===== config.mk =====
export PLATFORM = sky130hd
export DESIGN_NAME = maxnet_controller
export DESIGN_NICKNAME = d
export VERILOG_FILES = /design/src/rtl/maxnet_controller.sv
export SDC_FILE = /design/constraint.sdc
export NUM_CORES = 1
export LEC_CHECK = 0
export CORE_AREA = 2 2 39 41
export DETAILED_ROUTE_END_ITERATION = 12
export DIE_AREA = 0 0 41 43
export DONT_BUFFER_PORTS = 1
export HOLD_SLACK_MARGIN = 0.03
export PLACE_DENSITY = 0.75
export SLEW_MARGIN = 20
export SYNTH_ARGS = -nofsm -noshare
export SYNTH_HDL_FRONTEND = slang
export SYNTH_SLANG_ARGS = --single-unit

===== constraint.sdc =====
create_clock -name clk -period 1.4 [get_ports clk]
set_input_delay 0.42 -clock clk [delete_from_list [all_inputs] [get_ports clk]]
set_output_delay 0.42 -clock clk [all_outputs]
set_load 0.005 [all_outputs]

===== src/rtl/maxnet_controller.sv =====
// ---------------------------------------------------------------------------
// maxnet_controller
//
// Control FSM for the iterative winner-take-all (MAXNET) datapath. On a start
// request it loads X1..X4, then repeats processing-unit / activation-register
// cycles until the datapath reports that exactly one activation remains
// (complete, sampled only in CHECK). It then enables the final result register
// and pulses done for one cycle.
//
// Optional feature (macro MAXNET_TIMEOUT_EN):
//   defined   - a run that has completed MAX_ITER iterations without complete
//               goes from CHECK straight to DONE (no result write) and raises
//               timeout alongside done.
//   undefined - no iteration limit; timeout is tied low.
//
// Ports:
//   clk         in   clock, rising edge
//   rst         in   asynchronous active-high reset
//   start       in   run request, sampled only in IDLE
//   complete    in   datapath: exactly one activation remains nonzero
//   sel         out  1 = processing units read X register, 0 = activation reg
//   en0         out  X register load enable
//   en1         out  processing-unit register enable
//   en2         out  activation register enable
//   en3         out  final result register enable
//   busy        out  high in every state except IDLE and DONE
//   done        out  one-cycle completion pulse
//   timeout     out  qualifies done: run ended by the iteration limit
//   iter_count  out  iterations completed in the current/last run
// ---------------------------------------------------------------------------
module maxnet_controller #(
  parameter int ITER_W   = 6,
  parameter int MAX_ITER = 31
) (
  input  logic              clk,
  input  logic              rst,
  input  logic              start,
  input  logic              complete,
  output logic              sel,
  output logic              en0,
  output logic              en1,
  output logic              en2,
  output logic              en3,
  output logic              busy,
  output logic              done,
  output logic              timeout,
  output logic [ITER_W-1:0] iter_count
);

  typedef enum logic [2:0] {
    S_IDLE,
    S_LOAD,
    S_COMPUTE,
    S_UPDATE,
    S_CHECK,
    S_WRITE,
    S_DONE
  } state_t;

  localparam logic [ITER_W-1:0] ITER_SAT = {ITER_W{1'b1}};

  state_t            state_q, state_d;
  logic [ITER_W-1:0] iter_q, iter_d;
  logic              first_q, first_d;

`ifdef MAXNET_TIMEOUT_EN
  localparam logic [ITER_W-1:0] ITER_LIMIT = ITER_W'(MAX_ITER);
  // Remembers that DONE was entered through the iteration limit.
  logic              to_q, to_d;
`endif

  always_ff @(posedge clk or posedge rst) begin
    if (rst) begin
      state_q <= S_IDLE;
      iter_q  <= '0;
      first_q <= 1'b1;
`ifdef MAXNET_TIMEOUT_EN
      to_q    <= 1'b0;
`endif
    end else begin
      state_q <= state_d;
      iter_q  <= iter_d;
      first_q <= first_d;
`ifdef MAXNET_TIMEOUT_EN
      to_q    <= to_d;
`endif
    end
  end

  always_comb begin
    state_d = state_q;
    iter_d  = iter_q;
    first_d = first_q;
`ifdef MAXNET_TIMEOUT_EN
    to_d    = 1'b0;
`endif
    unique case (state_q)
      S_IDLE: begin
        if (start) begin
          state_d = S_LOAD;
          iter_d  = '0;
          first_d = 1'b1;
        end
      end
      S_LOAD:    state_d = S_COMPUTE;
      S_COMPUTE: state_d = S_UPDATE;
      S_UPDATE: begin
        // Counter saturates so a never-converging run cannot wrap it.
        if (iter_q != ITER_SAT) iter_d = iter_q + 1'b1;
        first_d = 1'b0;
        state_d = S_CHECK;
      end
      S_CHECK: begin
        if (complete) begin
          state_d = S_WRITE;
`ifdef MAXNET_TIMEOUT_EN
        end else if (iter_q == ITER_LIMIT) begin
          state_d = S_DONE;
          to_d    = 1'b1;
`endif
        end else begin
          state_d = S_COMPUTE;
        end
      end
      S_WRITE:   state_d = S_DONE;
      S_DONE:    state_d = S_IDLE;
      default:   state_d = S_IDLE;
    endcase
  end

  // Moore outputs: the first COMPUTE of a run reads X, later ones read the
  // activation register.
  assign sel        = (state_q == S_LOAD) || ((state_q == S_COMPUTE) && first_q);
  assign en0        = (state_q == S_LOAD);
  assign en1        = (state_q == S_COMPUTE);
  assign en2        = (state_q == S_UPDATE);
  assign en3        = (state_q == S_WRITE);
  assign busy       = (state_q != S_IDLE) && (state_q != S_DONE);
  assign done       = (state_q == S_DONE);
  assign iter_count = iter_q;

`ifdef MAXNET_TIMEOUT_EN
  assign timeout = (state_q == S_DONE) && to_q;
`else
  assign timeout = 1'b0;
`endif

endmodule

==> impl_metrics.tcl <==
set metrics [dict create \
    synth_edf_count 0 \
    power-per-cell-area_nw_per_um2 2028 \
    die_x_um 41 \
    vias 576 \
    io_buffers 0 \
    setup_viol 7 \
    rsz0062_at_grt "true" \
    route.detailed.drc 0 \
    yosysSeqAreaShare_pct 40.04 \
    arrival_ns 1.10 \
    syn_area_um2 628.1 \
    clk_pin_slew_worst_paths_ns 0.06 \
    grt_pass1_wl_um 2456 \
    syn_area_per_cell_um2 9.237 \
    cts_buffers 3 \
    dr.pass1.iters 4 \
    area_growth_pct 36.26 \
    synth-main-ff-cell "dfrtp_1" \
    post_dp_cell_area_um2 685.7 \
    drive_gt1_share_pct 41.67 \
    critPathBufInv 2 \
    yosysWarnings 0 \
    cts_root_buf "clkbuf_4" \
    tns_ns -0.5911 \
    layout_commonest_cell "buf_4" \
    crit_slowest_cell "dfrtp_1" \
    whs_ns 0.3359 \
    drt_iter0_markers 14 \
    dp_hpwl_um 1002 \
    fin_cells 100 \
    fin_crit_sh_pct 108.3 \
    critPathMaxStageDelay_ns 0.40 \
    post-route-min-period_ns 1.516 \
    final_cell_mix "buf_4, dfrtp_1, nand3_1" \
    critical_path_class "reg2out" \
    r2r_slack_ns 0.01 \
    fin_worst_skew_ns 0.007687 \
    cts_num_sinks 10 \
    failed_checks "setup timing" \
    grtUsageTotal_pct 20.73 \
    grt-ovfl-total 0 \
    crit_path_start_kind "flop" \
    drv_cap 0 \
    syn_nets 73 \
    pin_count 18 \
    crit_chain "inv_2 > nor3_2 > buf_4" \
    dp_worst_setup_slack_ns 0.02065 \
    placedCellCount 90 \
    rows 14 \
    outcome "finished with violations" \
    fmax_mhz 659.7 \
    postLayoutSetupSlackWorst_ns -0.1158 \
    synthCells 68 \
    cts_tree "yes" \
    dieArea_um2 1763 \
    num-nets-final 90 \
    end_kind "output pin" \
    cp.required_ns 0.98 \
    coreArea_um2 1384 \
    max-vdd-ir-drop_mv 1.076 \
    place.gp.congestion 0.6688 \
    htreeDepth 1 \
    grt_pass1_vias 589 \
    synth_seq_cells 10 \
    antennaDiodeCount 0 \
    wl_per_cell_um 15.15 \
    antenna_found_initial 0 \
    cp_max_fo 4 \
    final-hold-violation-count 0 \
    ys_types 34 \
    drtAntennaViolNets 0 \
    async_flop_share_pct 100.0 \
    start_util_pct 45.39 \
    final_area_um2 855.8 \
    leakagePower_nw 0.3932 \
    hold_class "in2reg" \
    via_per_inst 5.760 \
    die-height_um 43 \
    path_delay_family "flip-flops" \
    max-clock-path-buffers 2 \
    grt_max_degree 11 \
    drt_wl_total_um 1515 \
    slew_violations 0 \
    clk_latency_ns 0.26 \
]
routing by layer:
metal / part of all wire, % / GRT usage [%]
met2: 54 / 36.25
met4: 1.3 / 12.00
met3: 8.3 / 2.094
met5: 0 / 0
met1: 37 / 22.07
final timing paths:
check,cells past startpoint,endpoint,startpoint
max,3,en0,state_q[0]
min,2,state_q[0],complete
max reg2reg,3,iter_count[4],state_q[2]
min reg2reg,2,first_q,first_q
max in group asynchronous,2,first_q,rst
min in group asynchronous,2,iter_count[1],rst
kinds of logic after synthesis:
kind of cell / synth area share [%]
buf+inv: 7.768
fa+ha+maj: 1.992
other cells: 0.5970
xor+xnor: 1.395
simple gates: 25.50
compound gates: 22.71
flops: 40.04
cells in the mapped netlist (2+ instances only):
cell     instances  share of area, %
nand3_1          6               4.8
nor3_1           2               1.6
nor3b_1          2               2.4
o21ai_0          3               2.4
inv_1            4               2.4
nand4_1          3               3.0
and3_1           3               3.0
o31ai_1          2               2.4
dfrtp_1          9                36
a21oi_1          5               4.0
buf_6            2               3.6
nand2_1          5               3.0
layout make-up:
cell class | instances | area, um^2
clock buffers | 4 | 26.28
fillers | 117 | 528.0
inverters | 5 | 23.77
multi-input cells | 50 | 404.1
flip-flops and latches | 10 | 254.0
well taps | 16 | 20.02
repair buffers | 14 | 122.6
repair inverters | 1 | 5.005
per-stage QoR:
| stage | power [mW] | util [%] |
|---|---|---|
| floorplan | 0.9484 | - |
| global placement | 1.145 | 49.55 |
| detailed placement | 1.175 | 49.55 |
| CTS | 1.648 | 59.95 |
| global route | 1.877 | 61.84 |
| finish | 1.735 | 61.84 |
where the power goes:
part	internal [mW]	switching (mW)	total (mW)
Combinational	0.539	0.516	1.05
Sequential	0.385	0.101	0.486
Clock	0.109	0.0853	0.195
Total	1.03	0.702	1.74
registers in the layout, indices dropped and copies added, names as in the netlist:
signal and cells:
state_q 3, first_q 1, iter_count 6
repair_timing:
item | 4_1_cts | 5_1_grt
pin swaps | 5 | 7
resized for setup | 16 | 6
setup buffers | 5 | 0
endpoints found under the setup margin | 7 | 11
gates cloned | 1 | 0
endpoints found under the hold margin | 8 | 0
hold buffers | 1 | 0
(Power assumes the default switching activity.)
